`config.mk`:
```
export PLATFORM = sky130hd
export DESIGN_NAME = stopwatch_bcd_flat
export DESIGN_NICKNAME = d
export VERILOG_FILES = /design/src/rtl/stopwatch_bcd_pkg.sv /design/src/rtl/stopwatch_bcd_if.sv /design/src/rtl/bcd_digit_counter.sv /design/src/rtl/stopwatch_bcd.sv /design/src/flat_wrapper.sv
export SDC_FILE = /design/constraint.sdc
export NUM_CORES = 1
export LEC_CHECK = 0
export ABC_AREA = 1
export CAP_MARGIN = 15
export CORE_AREA = 2 2 63 110
export DETAILED_ROUTE_END_ITERATION = 10
export DIE_AREA = 0 0 65 112
export GPL_TIMING_DRIVEN = 0
export MAX_ROUTING_LAYER = met4
export PLACE_DENSITY = 0.77
export SLEW_MARGIN = 20
export SYNTH_ARGS = -nofsm -noshare
export SYNTH_HDL_FRONTEND = slang
export SYNTH_SLANG_ARGS = --single-unit
```
`constraint.sdc`:
```
create_clock -name CLK_50 -period 3.4 [get_ports CLK_50]
set_input_delay 0.85 -clock CLK_50 [delete_from_list [all_inputs] [get_ports CLK_50]]
set_output_delay 0.85 -clock CLK_50 [all_outputs]
set_load 0.02 [all_outputs]
```
`src/rtl/stopwatch_bcd_pkg.sv`:
```
// Shared definitions for the stopwatch_bcd slice.
//   state_t    : run-control FSM states (IDLE, RUN, PAUSE)
//   bcd_t      : one BCD digit (DIGIT_W bits)
//   bcd_time_t : a full MM:SS.cc value, minutes tens in the top nibble
//   DIGIT_MAX_9 / DIGIT_MAX_5 : digit roll-over limits
package stopwatch_bcd_pkg;

    localparam int unsigned DIGIT_W = 4;

    typedef logic [DIGIT_W-1:0] bcd_t;

    localparam bcd_t DIGIT_MAX_9 = 4'd9;
    localparam bcd_t DIGIT_MAX_5 = 4'd5;

    typedef enum logic [1:0] {
        IDLE  = 2'd0,
        RUN   = 2'd1,
        PAUSE = 2'd2
    } state_t;

    typedef struct packed {
        bcd_t m_tens;
        bcd_t m_ones;
        bcd_t s_tens;
        bcd_t s_ones;
        bcd_t cs_tens;
        bcd_t cs_ones;
    } bcd_time_t;

endpackage

```
`src/rtl/stopwatch_bcd_if.sv`:
```
// Signal bundle between the stopwatch core and its environment.
//   tick_in                         : 100 Hz divided clock, treated as data
//   btn_start / btn_clear / btn_lap : debounced CLK_50-synchronous levels
//   cs_*, s_*, m_*                  : displayed BCD digits
//   running / frozen / wrapped      : status flags
// master drives the controls and observes the display; slave is the core.
interface stopwatch_bcd_if;
    import stopwatch_bcd_pkg::*;

    logic tick_in;
    logic btn_start;
    logic btn_clear;
    logic btn_lap;
    bcd_t cs_ones;
    bcd_t cs_tens;
    bcd_t s_ones;
    bcd_t s_tens;
    bcd_t m_ones;
    bcd_t m_tens;
    logic running;
    logic frozen;
    logic wrapped;

    modport master (
        output tick_in, btn_start, btn_clear, btn_lap,
        input  cs_ones, cs_tens, s_ones, s_tens, m_ones, m_tens,
        input  running, frozen, wrapped
    );

    modport slave (
        input  tick_in, btn_start, btn_clear, btn_lap,
        output cs_ones, cs_tens, s_ones, s_tens, m_ones, m_tens,
        output running, frozen, wrapped
    );

endinterface

```
`src/rtl/bcd_digit_counter.sv`:
```
// Single BCD digit counter that rolls over to 0 after MAX.
//   clk, rst : clock, asynchronous active-high reset
//   clr      : synchronous clear (wins over inc)
//   inc      : advance by one
//   digit    : current digit value
//   carry    : inc while at MAX, i.e. this digit is rolling over
module bcd_digit_counter
    import stopwatch_bcd_pkg::*;
#(
    parameter bcd_t MAX = DIGIT_MAX_9
) (
    input  logic clk,
    input  logic rst,
    input  logic clr,
    input  logic inc,
    output bcd_t digit,
    output logic carry
);

    bcd_t digit_q;
    bcd_t digit_d;

    always_comb begin
        digit_d = digit_q;
        if (clr) begin
            digit_d = '0;
        end else if (inc) begin
            digit_d = (digit_q == MAX) ? '0 : digit_q + 4'd1;
        end
    end

    always_ff @(posedge clk or posedge rst) begin
        if (rst) begin
            digit_q <= '0;
        end else begin
            digit_q <= digit_d;
        end
    end

    assign digit = digit_q;
    assign carry = inc & (digit_q == MAX);

endmodule

```
`src/rtl/stopwatch_bcd.sv`:
```
// MM:SS.cc BCD stopwatch driven by a 100 Hz tick sampled as data.
//   CLK_50 : 50 MHz system clock
//   RESET  : asynchronous, active-high reset
//   sw     : stopwatch_bcd_if.slave - tick_in and button levels in,
//            displayed digits plus running/frozen/wrapped out
// tick_in goes through SYNC_STAGES synchroniser flops and a rising-edge
// detector; buttons are edge-detected; a 3-state FSM gates counting.
// Minutes roll over after MIN_MAX:59.99 and set the sticky wrapped flag.
module stopwatch_bcd
    import stopwatch_bcd_pkg::*;
#(
    parameter int unsigned SYNC_STAGES = 2,
    parameter int unsigned MIN_MAX     = 59
) (
    input  logic           CLK_50,
    input  logic           RESET,
    stopwatch_bcd_if.slave sw
);

    localparam bcd_t MIN_TENS = 4'(MIN_MAX / 10);
    localparam bcd_t MIN_ONES = 4'(MIN_MAX % 10);

    // input conditioning
    logic [SYNC_STAGES-1:0] sync_q, sync_d;
    logic                   tick_prev_q, tick_prev_d;
    logic [2:0]             btn_prev_q, btn_prev_d;
    logic                   tick;
    logic                   start_e, clear_e, lap_e;

    // control
    state_t    state_q, state_d;
    logic      running_q, running_d;
    logic      frozen_q, frozen_d;
    logic      wrapped_q, wrapped_d;
    bcd_time_t lap_q, lap_d;
    bcd_time_t disp_q, disp_d;
    logic      clear_go;
    logic      inc_cnt;
    logic      wrap_evt;
    logic      min_clr;

    // live count
    bcd_t      cs_ones, cs_tens, s_ones, s_tens, m_ones, m_tens;
    logic      c_cs_ones, c_cs_tens, c_s_ones, c_s_tens, c_m_ones, c_m_tens;
    bcd_time_t live;

    always_comb begin
        sync_d      = {sync_q[SYNC_STAGES-2:0], sw.tick_in};
        tick_prev_d = sync_q[SYNC_STAGES-1];
        btn_prev_d  = {sw.btn_lap, sw.btn_clear, sw.btn_start};
    end

    assign tick    = sync_q[SYNC_STAGES-1] & ~tick_prev_q;
    assign start_e = sw.btn_start & ~btn_prev_q[0];
    assign clear_e = sw.btn_clear & ~btn_prev_q[1];
    assign lap_e   = sw.btn_lap   & ~btn_prev_q[2];

    // Counting is gated by the pre-transition state, so a tick landing on
    // RUN->PAUSE counts while one landing on PAUSE->RUN does not.
    assign inc_cnt = tick & (state_q == RUN);

    always_comb begin
        state_d  = state_q;
        clear_go = 1'b0;
        unique case (state_q)
            IDLE: begin
                if (clear_e) begin
                    clear_go = 1'b1;
                end else if (start_e) begin
                    state_d = RUN;
                end
            end
            RUN: begin
                if (start_e) begin
                    state_d = PAUSE;
                end
            end
            PAUSE: begin
                if (clear_e) begin
                    clear_go = 1'b1;
                    state_d  = IDLE;
                end else if (start_e) begin
                    state_d = RUN;
                end
            end
            default: state_d = IDLE;
        endcase
    end

    // Seconds are rolling over from 59.99 with minutes at their limit.
    // A minutes-tens overflow can only occur when MIN_MAX is 99, where it
    // coincides with the limit check anyway.
    assign wrap_evt = (c_s_tens & (m_tens == MIN_TENS) & (m_ones == MIN_ONES))
                      | c_m_tens;
    assign min_clr  = clear_go | wrap_evt;

    always_comb begin
        live      = '{m_tens: m_tens, m_ones: m_ones, s_tens: s_tens,
                      s_ones: s_ones, cs_tens: cs_tens, cs_ones: cs_ones};
        running_d = (state_d == RUN);
        frozen_d  = frozen_q;
        lap_d     = lap_q;
        wrapped_d = wrapped_q;

        if (clear_go) begin
            frozen_d = 1'b0;
        end else if (lap_e) begin
            if (frozen_q && state_q != IDLE) begin
                frozen_d = 1'b0;
            end else if (!frozen_q && state_q == RUN) begin
                frozen_d = 1'b1;
                lap_d    = live;   // pre-increment value
            end
        end

        if (clear_go) begin
            wrapped_d = 1'b0;
        end else if (wrap_evt) begin
            wrapped_d = 1'b1;
        end

        disp_d = frozen_q ? lap_q : live;
    end

    always_ff @(posedge CLK_50 or posedge RESET) begin
        if (RESET) begin
            sync_q      <= '0;
            tick_prev_q <= 1'b0;
            btn_prev_q  <= '0;
            state_q     <= IDLE;
            running_q   <= 1'b0;
            frozen_q    <= 1'b0;
            wrapped_q   <= 1'b0;
            lap_q       <= '0;
            disp_q      <= '0;
        end else begin
            sync_q      <= sync_d;
            tick_prev_q <= tick_prev_d;
            btn_prev_q  <= btn_prev_d;
            state_q     <= state_d;
            running_q   <= running_d;
            frozen_q    <= frozen_d;
            wrapped_q   <= wrapped_d;
            lap_q       <= lap_d;
            disp_q      <= disp_d;
        end
    end

    bcd_digit_counter #(.MAX(DIGIT_MAX_9)) u_cs_ones (
        .clk(CLK_50), .rst(RESET), .clr(clear_go), .inc(inc_cnt),
        .digit(cs_ones), .carry(c_cs_ones));
    bcd_digit_counter #(.MAX(DIGIT_MAX_9)) u_cs_tens (
        .clk(CLK_50), .rst(RESET), .clr(clear_go), .inc(c_cs_ones),
        .digit(cs_tens), .carry(c_cs_tens));
    bcd_digit_counter #(.MAX(DIGIT_MAX_9)) u_s_ones (
        .clk(CLK_50), .rst(RESET), .clr(clear_go), .inc(c_cs_tens),
        .digit(s_ones), .carry(c_s_ones));
    bcd_digit_counter #(.MAX(DIGIT_MAX_5)) u_s_tens (
        .clk(CLK_50), .rst(RESET), .clr(clear_go), .inc(c_s_ones),
        .digit(s_tens), .carry(c_s_tens));
    bcd_digit_counter #(.MAX(DIGIT_MAX_9)) u_m_ones (
        .clk(CLK_50), .rst(RESET), .clr(min_clr), .inc(c_s_tens),
        .digit(m_ones), .carry(c_m_ones));
    bcd_digit_counter #(.MAX(DIGIT_MAX_9)) u_m_tens (
        .clk(CLK_50), .rst(RESET), .clr(min_clr), .inc(c_m_ones),
        .digit(m_tens), .carry(c_m_tens));

    assign sw.cs_ones = disp_q.cs_ones;
    assign sw.cs_tens = disp_q.cs_tens;
    assign sw.s_ones  = disp_q.s_ones;
    assign sw.s_tens  = disp_q.s_tens;
    assign sw.m_ones  = disp_q.m_ones;
    assign sw.m_tens  = disp_q.m_tens;
    assign sw.running = running_q;
    assign sw.frozen  = frozen_q;
    assign sw.wrapped = wrapped_q;

endmodule
```
`src/flat_wrapper.sv`:
```
// flat-port wrapper written by rule: the top's interface ports become plain ports
module stopwatch_bcd_flat import stopwatch_bcd_pkg::*;
#(
    parameter int unsigned SYNC_STAGES = 2,
    parameter int unsigned MIN_MAX     = 59
)
  (CLK_50, RESET, sw_tick_in, sw_btn_start, sw_btn_clear, sw_btn_lap, sw_cs_ones, sw_cs_tens, sw_s_ones, sw_s_tens, sw_m_ones, sw_m_tens, sw_running, sw_frozen, sw_wrapped);
  stopwatch_bcd_if sw_i ();
  input  logic CLK_50;
  input  logic RESET;
  input wire logic [$bits(sw_i.tick_in)-1:0] sw_tick_in;
  input wire logic [$bits(sw_i.btn_start)-1:0] sw_btn_start;
  input wire logic [$bits(sw_i.btn_clear)-1:0] sw_btn_clear;
  input wire logic [$bits(sw_i.btn_lap)-1:0] sw_btn_lap;
  output wire logic [$bits(sw_i.cs_ones)-1:0] sw_cs_ones;
  output wire logic [$bits(sw_i.cs_tens)-1:0] sw_cs_tens;
  output wire logic [$bits(sw_i.s_ones)-1:0] sw_s_ones;
  output wire logic [$bits(sw_i.s_tens)-1:0] sw_s_tens;
  output wire logic [$bits(sw_i.m_ones)-1:0] sw_m_ones;
  output wire logic [$bits(sw_i.m_tens)-1:0] sw_m_tens;
  output wire logic [$bits(sw_i.running)-1:0] sw_running;
  output wire logic [$bits(sw_i.frozen)-1:0] sw_frozen;
  output wire logic [$bits(sw_i.wrapped)-1:0] sw_wrapped;
  assign sw_i.tick_in = sw_tick_in;
  assign sw_i.btn_start = sw_btn_start;
  assign sw_i.btn_clear = sw_btn_clear;
  assign sw_i.btn_lap = sw_btn_lap;
  assign sw_cs_ones = sw_i.cs_ones;
  assign sw_cs_tens = sw_i.cs_tens;
  assign sw_s_ones = sw_i.s_ones;
  assign sw_s_tens = sw_i.s_tens;
  assign sw_m_ones = sw_i.m_ones;
  assign sw_m_tens = sw_i.m_tens;
  assign sw_running = sw_i.running;
  assign sw_frozen = sw_i.frozen;
  assign sw_wrapped = sw_i.wrapped;
  stopwatch_bcd #(.SYNC_STAGES(SYNC_STAGES), .MIN_MAX(MIN_MAX)) u_core (.CLK_50(CLK_50), .RESET(RESET), .sw(sw_i));
endmodule
```
Word level (Yosys, flattened, before mapping)
Cells that the tools add are included.
- flip-flop bits (word level): 83
- bits of input ports: 6
- output and inout port bits: 27
- word-level logic and storage cells: 111
- $add $sub $neg: 6
- eq/ne operators: 10
- muxes and demuxes: 32
- bitwise gates (word level): 21
- reduce and logical (&&, ||, !) cells: 17
- operators with widths (kind ; count):
    4-bit 2-to-1 mux ; 18
    4-bit by 1-bit adder with 4-bit output (second input constant) ; 6
    24-bit 2-to-1 mux ; 1
    4-bit equality test (second input constant) ; 5
    2-bit nonzero test ; 9
    1-bit AND ; 13
    4-bit by 3-bit equality test with 1-bit output (second input constant) ; 2
    1-bit 2-to-1 mux ; 8
    2-bit 2-to-1 mux ; 4
    1-bit inverter ; 6
    2-bit case mux with 3 select lines ; 1
    2-bit by 1-bit equality test with 1-bit output (second input constant) ; 2
    4-bit AND reduction ; 1
    3-bit nonzero test ; 1
    2-bit equality test (second input constant) ; 1
    1-bit logical AND ; 2
    2-bit zero test ; 1
    1-bit OR ; 2
    2-bit AND reduction ; 1
    2-bit OR reduction ; 1
    1-bit zero test ; 1

Depth between registers and ports, before layout
Gate-level depths: netlist (run 1).
- depth in word-level cells: 12
- depth in mapped cells: 9
- mapped depth without buffers: 9

Hierarchy
A second synthesis (run 1) with hierarchy kept.
- cells, all modules: 452
- area, all modules: 3843.7 um^2
- by module, submodules not included (module ; times used ; cells an instance ; area an instance (um^2) ; seq. area each (um^2)):
    stopwatch_bcd ; 1 ; 226 ; 2232.1 ; 1476.4
    bcd_digit_counter (u_core.u_cs_ones ...) ; 5 ; 37 ; 269.0 ; 100.1
    bcd_digit_counter (u_core.u_s_tens) ; 1 ; 41 ; 266.5 ; 100.1

Worst setup path after synthesis (run 1)
Ideal clock, no wire load.
- path kind: input port to flip-flop
- start point: in sw_btn_lap
- end point: reg u_core.lap_q[16] (netlist name)
- library setup time: 0.134 ns
- arrival: 1.493 ns
- required time: 3.266 ns
- setup slack: 1.773 ns
- cell stages on the path: 7
- buffers on the path: 2
- cells stage by stage: nand2_1 > nor2_1 > nand2_1 > buf_2 > buf_2 > nand2_1 > o21ai_0
- cells in the longest elaborated chain, start to end: 2
- ends and longest elaborated chain (item ; RTL line ; RTL):
    from (decl) ; flat_wrapper.sv:14 ; input wire logic [$bits(sw_i.btn_lap)-1:0] sw_btn_lap;
    1-bit AND ; stopwatch_bcd.sv:56 ; assign lap_e = sw.btn_lap & ~btn_prev_q[2];
    4-bit AND reduction (no line) ; -- ;
    to (signal assigned) ; stopwatch_bcd.sv:144 ; lap_q <= lap_d;
    to (decl) ; stopwatch_bcd.sv:35 ; bcd_time_t lap_q, lap_d;
Every way passes these cells.
A chain may end at the register's enable or synchronous reset.

Final worst setup path (run 1)
- start point: reg u_core.frozen_q, in the netlist u_core.sw.frozen
- end point: out sw_frozen
- RTL lines (item ; RTL line ; RTL):
    from (decl) ; stopwatch_bcd.sv:33 ; logic frozen_q, frozen_d;
    from (signal assigned) ; stopwatch_bcd.sv:142 ; frozen_q <= frozen_d;
    to (decl) ; flat_wrapper.sv:22 ; output wire logic [$bits(sw_i.frozen)-1:0] sw_frozen;
No word-level cell between the ends.

==> impl_summary.md, run 1 <==
Synthesis
In the synthesized netlist the async set-or-reset flop fraction comes to 100.0%. The library cell with the largest summed area after synthesis is dfrtp_1. After synthesis the cells add up to 0.003527 mm2. Counting flops with a built-in enable in the synthesized netlist gives 0. The synthesized netlist net count is 388. The most common flop cell mapped by yosys is dfrtp_1.

The share of synthesized area in the top cell type comes to 58.89%. The number of flip-flops and latches in the synthesized netlist is 83. The share of synthesized area occupied by flip-flops and latches is 58.89%. After synthesis, the most frequently instantiated cells are 91 x nand2_1, 83 x dfrtp_1, 43 x o21ai_0. Ranked by total cell area, the synthesized netlist is headed by dfrtp_1 59%, nand2_1 9.7%, o21ai_0 6.1%, inv_1 3.3%, o21ai_1 2.7%. The Yosys step of the flow raised 0 warnings.

Averaged over all synthesized cells, the footprint is 9.331 um2. The synthesized instance count is 378. The most repeated cell in the gate-level netlist after synthesis is nand2_1. The distinct cell type count after synthesis is 29.

Setup path
The element type at the critical path end is an output pin. The largest individual stage delay along the critical path comes from the cell clkdlybuf4s50_1. The worst path required time is 2550 ps. The peak per-stage delay on the critical path is 650 ps. The signal on the critical path passes through clkdlybuf4s50_1. The element type at the critical path start is a flop. The kind of critical path is flop to output pin.

The critical path depth in cells is 1. The worst-case register-to-register setup slack is 1820 ps. The number of buffers and inverters on the critical path is 1.

The cell family contributing the most delay on the critical path is buffers and inverters. The number of cells on the worst reg-to-reg path is 9. The signal arrival time at the worst endpoint is 1450 ps. The biggest fanout along the worst timing path is 6.

STA
The max-slew violation count came to 0. The clock period minus worst slack is 2295 ps. Setup repair after global routing left no endpoint under its margin. Based on the critical path, the design can be clocked at up to 0.4357 GHz.

The final hold violation count is 0. The total setup violations reported at the end of the flow is 0. The post-route clock period utilization is 67.50%. The aggregate negative setup slack is 0 ps. Headroom to the max-slew limit came out at 63.75%. The clock tree skew after final layout is 6.150 ps. At the pin with the least slew margin, the transition time is 543.7 ps.

GRT
The final global-route overflow total is 0. The number of antenna violations at the first check in global routing came to 0. The wire length of the first global-routing pass is 12400 um.

The number of global-route vias before repair came to 2720. The overall routing resource usage is 22.97%. The largest net degree at the start of global routing is 55.

Route
The met3 routed wirelength is 240 um. The first detailed-routing pass ran for 4 iterations. The routed wirelength normalized by instance count is 14.01 um. The post-route DRC violation count is 0. In this run the remaining antenna-violating nets after routing total 0.

The post-detailed-routing wire length is 7088 um. The detailed router placed 2693 vias in this run. The first routing iteration left 188 violations. Wire segments on met2 add up to 3844 um in the final route. The highest metal layer carrying signal wires in the routed design is met4. Dividing the detail-routed via count by the number of cells gives 5.322. For this block, wires on met1 add up to 2859 um.

Pwr
The leakage power of the design is 0.001982 uW. The switching power is 857.2 uW. The internal power of the cells is 1894 uW. The relative contribution of the clock network to total power is 30.5%. Of the total power, the share spent switching nets is 31.16%. The portion of total power attributed to sequential cells is 46.5%.

The cell area power density is 650.3 mW/mm2. The worst IR drop on VDD is 0.3836 mV. The total power is 2751 uW. Combinational logic is responsible for 23.0% of the overall power.

Floorplan
The effective utilization at floorplan is 55.18%. The die is 112 um tall. During I/O placement, the number of pins put on the boundary was 33.

The horizontal die dimension is 65 um. The number of standard-cell rows in the floorplan is 39. The placeable core region is 0.006392 mm2.

The floorplan step defined a die boundary enclosing 0.007280 mm2.

Clock network
The CTS tree is done. After clock tree synthesis, the clock-pin slew on the worst setup and hold paths is 50 ps. The CTS root buffer is clkbuf_16. After clock tree synthesis, the flow added hold-fix buffers numbering 0. The number of clock sinks is 83. The number of clock buffers added by TritonCTS is 9. The buffer levels on the longest clock path is 2. The number of H-tree levels is 3. The clock latency at the later pin of the worst-skew pair is 340 ps. The post-CTS setup buffer count is 0.

The post-CTS resize count is 0.

Min path
The worst hold path was traced through 0 stages. The path class of the lowest-slack min-delay path is flop to flop.

Outcome
The flow ran to the end, and the final reports show no timing, DRC or antenna violations.

Placed design
The placed instance area is 0.003980 mm2. The last weighted congestion value of the routability-driven placer is 0.8989. During placement, the flow inserted port buffers numbering 32. The HPWL after detailed placement is 4964 um.

Final layout
Cells with a size suffix above 1 make up 10.38% of the layout. After the last flow step, the layout net total stands at 432. The repair_antennas step left the layout with diodes totalling 0. The post-layout instance area is 0.004230 mm2.

The area growth from synthesis to layout is 19.94%. The layout has 529 filler cells.

Flow run
Max-cap violations in this run came to 0.
-- flip-flops by register name, indices dropped and copies added (netlist names) --
register                count
u_core.sw.s_ones            4
u_core.sw.m_ones            4
u_core.tick_prev_q          1
u_core.sw.wrapped           1
u_core.u_s_tens.digit       4
u_core.lap_q               24
u_core.btn_prev_q           3
u_core.sw.cs_tens           4
u_core.u_cs_ones.digit      4
u_core.u_m_ones.digit       4
u_core.sw.running           1
u_core.u_cs_tens.digit      4
u_core.u_m_tens.digit       4
u_core.sw.cs_ones           4
u_core.sync_q               2
u_core.sw.frozen            1
u_core.state_q              2
u_core.sw.m_tens            4
u_core.sw.s_tens            4
u_core.u_s_ones.digit       4
-- routing by layer --
layer  vias up  global-route usage [%]
met2        43                   36.29
met1      1327                   27.40
met3        12                   6.162
met4         0                   9.929
met5         -                       -
li1       1311                       -
-- per-stage QoR --
stage	utilization (%)	setup slack [ps]	instances	hold WS [ps]
finish	66.18	1105	506	354.5
global route	66.18	1066	506	359.3
CTS	66.18	1102	506	355.1
detailed placement	62.26	1028	493	343.4
global placement	61.79	-818.9	492	333.8
floorplan	-	413.2	378	331.2
-- power groups by stage --
stage / sequential, uW / combinational, uW / clock, uW
after floorplan: 1340 / 340 / 0
after global placement: 1280 / 619 / 0
after detailed placement: 1290 / 635 / 0
after CTS: 1280 / 640 / 856
after global routing: 1300 / 709 / 905
final: 1280 / 633 / 839
-- layout by cell type (no fill, tap or decap), types with 2 or more instances in the layout --
| cell type | instances |
|---|---|
| inv_2 | 11 |
| clkbuf_1 | 12 |
| dfrtp_1 | 83 |
| o21ai_0 | 43 |
| nand2_1 | 91 |
| inv_1 | 30 |
| ha_1 | 4 |
| buf_2 | 3 |
| o31ai_1 | 3 |
| clkdlybuf4s50_1 | 32 |
| nor2_1 | 20 |
| a21oi_1 | 5 |
| nor2_4 | 2 |
| nand2_4 | 2 |
| clkbuf_16 | 9 |
| xor2_1 | 6 |
| nand4_1 | 5 |
| nand3_1 | 14 |
| o21ai_1 | 19 |
| nand2_2 | 2 |
| nor3_1 | 2 |
| nor2_2 | 7 |
| o22ai_1 | 7 |
| nor2_8 | 2 |
-- path summary, 6_finish.rpt --
| check | from | end |
|---|---|---|
| max in group asynchronous | RESET | u_core.sw.m_ones[1] |
| max | u_core.sw.frozen | sw_frozen |
| max reg2reg | u_core.u_cs_ones.digit[1] | u_core.u_s_tens.digit[0] |
| min | u_core.sync_q[0] | u_core.sync_q[1] |
| min in group asynchronous | RESET | u_core.sync_q[0] |
| min reg2reg | u_core.sync_q[0] | u_core.sync_q[1] |
-- final cells by class --
class	instances	area, um2	area share, %
flip-flops and latches	83	2077	49.10
multi-input cells	240	1240	29.31
repair buffers	33	347.8	8.222
clock buffers	13	250.2	5.915
inverters	43	163.9	3.875
well taps	82	102.6	2.425
plain buffers	12	48.80	1.154
-- cells by family after synthesis --
logic type	Yosys count	synth area share [%]
simple gates	149	19.87
compound gates	80	12.13
buf+inv	55	5.959
fa+ha+maj	4	1.419
flops	83	58.89
xor+xnor	7	1.738
Note: power is estimated with default switching activity, not from simulation.
==> run 2, diff against run 1 <==
==> constraint.sdc (replaced) <==
create_clock -name CLK_50 -period 2.36 [get_ports CLK_50]
set_input_delay 0.59 -clock CLK_50 [delete_from_list [all_inputs] [get_ports CLK_50]]
set_output_delay 0.59 -clock CLK_50 [all_outputs]
set_load 0.02 [all_outputs]
==> run 2 against run 1 <==
  * Global-route usage hardly changed
  * Final area increased by 1.4%
  * Via count is 1.5% lower
  * Combinational power increased by 45%
  * Register-to-register slack got worse by 1100 ps
  * Hold slack worse by 0.57 ps
  * Routed wire length about the same
  * Sequential power increased by 44%
  * Critical path depth did not move
  * First-iteration DRC count grew 16%
  * Worst setup slack worse by 760 ps
  * Non-clock buffer count increased by 1
  * Critical endpoint unchanged
==> impl_summary.md, run 2 (synthesis gave the netlist of run 1 again) <==
Setup path
The element type at the critical path start is a flop. By startpoint and endpoint, the worst setup path is classified as flop to output pin. Data on the critical path is required at its endpoint by 1770 ps. Broken down by cell family, the worst path's largest delay share belongs to buffers and inverters. The critical path goes through clkdlybuf4s50_1. The signal arrival time at the worst endpoint is 1430 ps. For this run, the slowest stage of the critical path takes 650 ps. The worst setup path is captured at an output pin. Counting both buffers and inverters, the worst setup path holds a total of 1. The setup check on the worst reg-to-reg path leaves a slack of 760 ps. The biggest fanout along the worst timing path is 6.

The cell with the biggest individual delay on the critical path is clkdlybuf4s50_1.

Min path
The path class of the lowest-slack min-delay path is flop to flop.

Floorplan
The horizontal die dimension is 65 um. The die is 112 um tall. The placeable core region is 0.006392 mm2. Pin placement for this block handled 33 I/O pins.

The die outline area is 0.007280 mm2. The effective utilization at floorplan is 55.18%. The number of standard-cell rows in the floorplan is 39.

Pwr
The portion of total power attributed to sequential cells is 44.5%. The switching power is 1290 uW. The switching share of power is 31.20%. Per report_power, the combinational group accounts for 22.1% of the total.

In this run the static leakage power is 0.002014 uW. The internal power of the cells totals 2844 uW. The worst IR drop on VDD is 0.7286 mV. The clock network is responsible for 33.3% of the overall power. For this design the ratio of total power to cell area is 964.0 mW/mm2.

STA
For this run, the top clock speed supported by timing is 0.4950 GHz. After layout, the minimum clock period comes to 2020 ps. Setup violations remaining at the end of the flow were counted as 0. The max-slew violation count is 0. The clock arrives with 4.897 ps of skew.

At the pin with the least slew margin, the transition time is 574.2 ps. The worst pin sits at a relative slew slack of 61.72%. The tightest hold path in the finished design has a slack of 353.9 ps. The aggregate negative setup slack is 0 ps.

The final hold violation count is 0. In the finished design, the share of the clock period the worst path needs comes to 85.59%. Setup repair after global routing left no endpoint under its margin.

Clock network
Clock-pin slew was measured on the worst setup and hold paths at 60 ps. The H-tree was split into 3 levels. The number of hold buffers added after CTS was 0. The clock latency at the later pin of the worst-skew pair is 340 ps. Once the clock tree was built, the setup fixing pass inserted 0 buffers.

Counting the buffers created by CTS gives 9. The CTS tree is done. CTS placed an instance of clkbuf_16 at the clock tree root.

The clock drives 83 sinks. The buffer levels on the longest clock path is 2. The post-CTS resize count is 0.

Final layout
The register with the most flip-flops in the layout has 24 of them. The share of layout cells above drive strength 1 is 11.92%. Compared with the post-synthesis result, the final layout area differs by 21.57%. The number of diodes is 0. The net count reported at finish is 433. The final cell count without fillers is 510. The leading cell type in the layout, fill and taps excluded is nand2_1. The top register by number of flip-flops is u_core.lap_q. Leaving out fill and tap cells, the most frequent cells in the layout are 91 x nand2_1, 83 x dfrtp_1, 43 x o21ai_0.

Placed design
Once detailed placement completed, the half-perimeter wirelength came to 5020 um. The total instance count after detailed placement is 494. The last weighted congestion value of the routability-driven placer is 0.8878. The number of input and output port buffers inserted is 32.

Route
The routed wirelength normalized by instance count is 13.89 um. In this run the remaining antenna-violating nets after routing total 0. For this block, the initial DRC count from the detailed router was 218. The first detailed-routing pass ran for 4 iterations.

The detail-routed via count per cell is 5.202. The routed layout has 2653 vias. The post-route DRC violation count is 0. The post-detailed-routing wire length is 7084 um.

Outcome
The run finished with clean final reports.

GRT
The final global-route overflow total is 0. The number of global-route vias before repair is 2711. The number of antenna violations at the first check in global routing is 0.

The first global-routing pass estimated 12320 um of wire. Entering global routing, the biggest net connects 37 pins. The overall routing resource usage is 23.02%.

Flow run
Across the run, the number of max-cap violations was 0.
-- run 2: cell count changes in the layout (fill, tap and decap cells not counted) --
| cell | before | now |
|---|---|---|
| clkinv_2 | 0 | 5 |
| inv_4 | 1 | 0 |
| clkinvlp_4 | 0 | 1 |
| buf_12 | 0 | 2 |
| bufinv_16 | 0 | 1 |
| buf_16 | 1 | 0 |
| clkbuf_1 | 12 | 9 |
-- run 2: worst paths after layout --
check | from | endpoint | cells after the start
max | u_core.sw.frozen | sw_frozen | 1
min | u_core.sync_q[0] | u_core.sync_q[1] | 0
max reg2reg | u_core.u_cs_ones.digit[1] | u_core.u_s_tens.digit[0] | 9
min reg2reg | u_core.sync_q[0] | u_core.sync_q[1] | 0
max in group asynchronous | RESET | u_core.sw.cs_ones[0] | 4
min in group asynchronous | RESET | u_core.sw.s_ones[1] | 2
-- run 2: final cells by class --
type	count	area, um2
plain buffers	12	48.80
clock buffers	10	239.0
clock inverters	6	55.05
fillers	499	2105
inverters	43	165.2
multi-input cells	240	1240
flip-flops and latches	83	2077
well taps	82	102.6
repair buffers	34	360.3
-- run 2: per-stage QoR --
stage / setup WS (ps) / power, uW / area [um2] / util (%)
6_report: 340.0 / 4134 / 4288 / 67.08
4_1_cts: 319.2 / 4176 / 4288 / 67.08
2_1_floorplan: 818.2 / 2419 / 3531 / -
5_1_grt: 291.3 / 4375 / 4288 / 67.08
3_3_place_gp: -69.08 / 2738 / 3954 / 61.85
3_5_place_dp: 231.7 / 2784 / 3994 / 62.48
-- run 2: layer usage --
metal | part of all wire (%) | global-route usage [%] | up-vias | wire (um)
met4 | 2.2 | 12.91 | 0 | 155
li1 | - | - | 1316 | -
met1 | 41 | 25.71 | 1273 | 2887
met3 | 3.4 | 4.040 | 9 | 241
met2 | 54 | 38.14 | 55 | 3799
met5 | 0 | - | - | 0
-- run 2: power by group through the flow --
stage / Clock [uW] / Combinational (uW) / Sequential, uW
floorplan: 0 / 490 / 1930
global placement: 0 / 892 / 1850
detailed placement: 0 / 922 / 1860
CTS: 1410 / 930 / 1840
global route: 1470 / 1040 / 1870
finish: 1380 / 915 / 1840
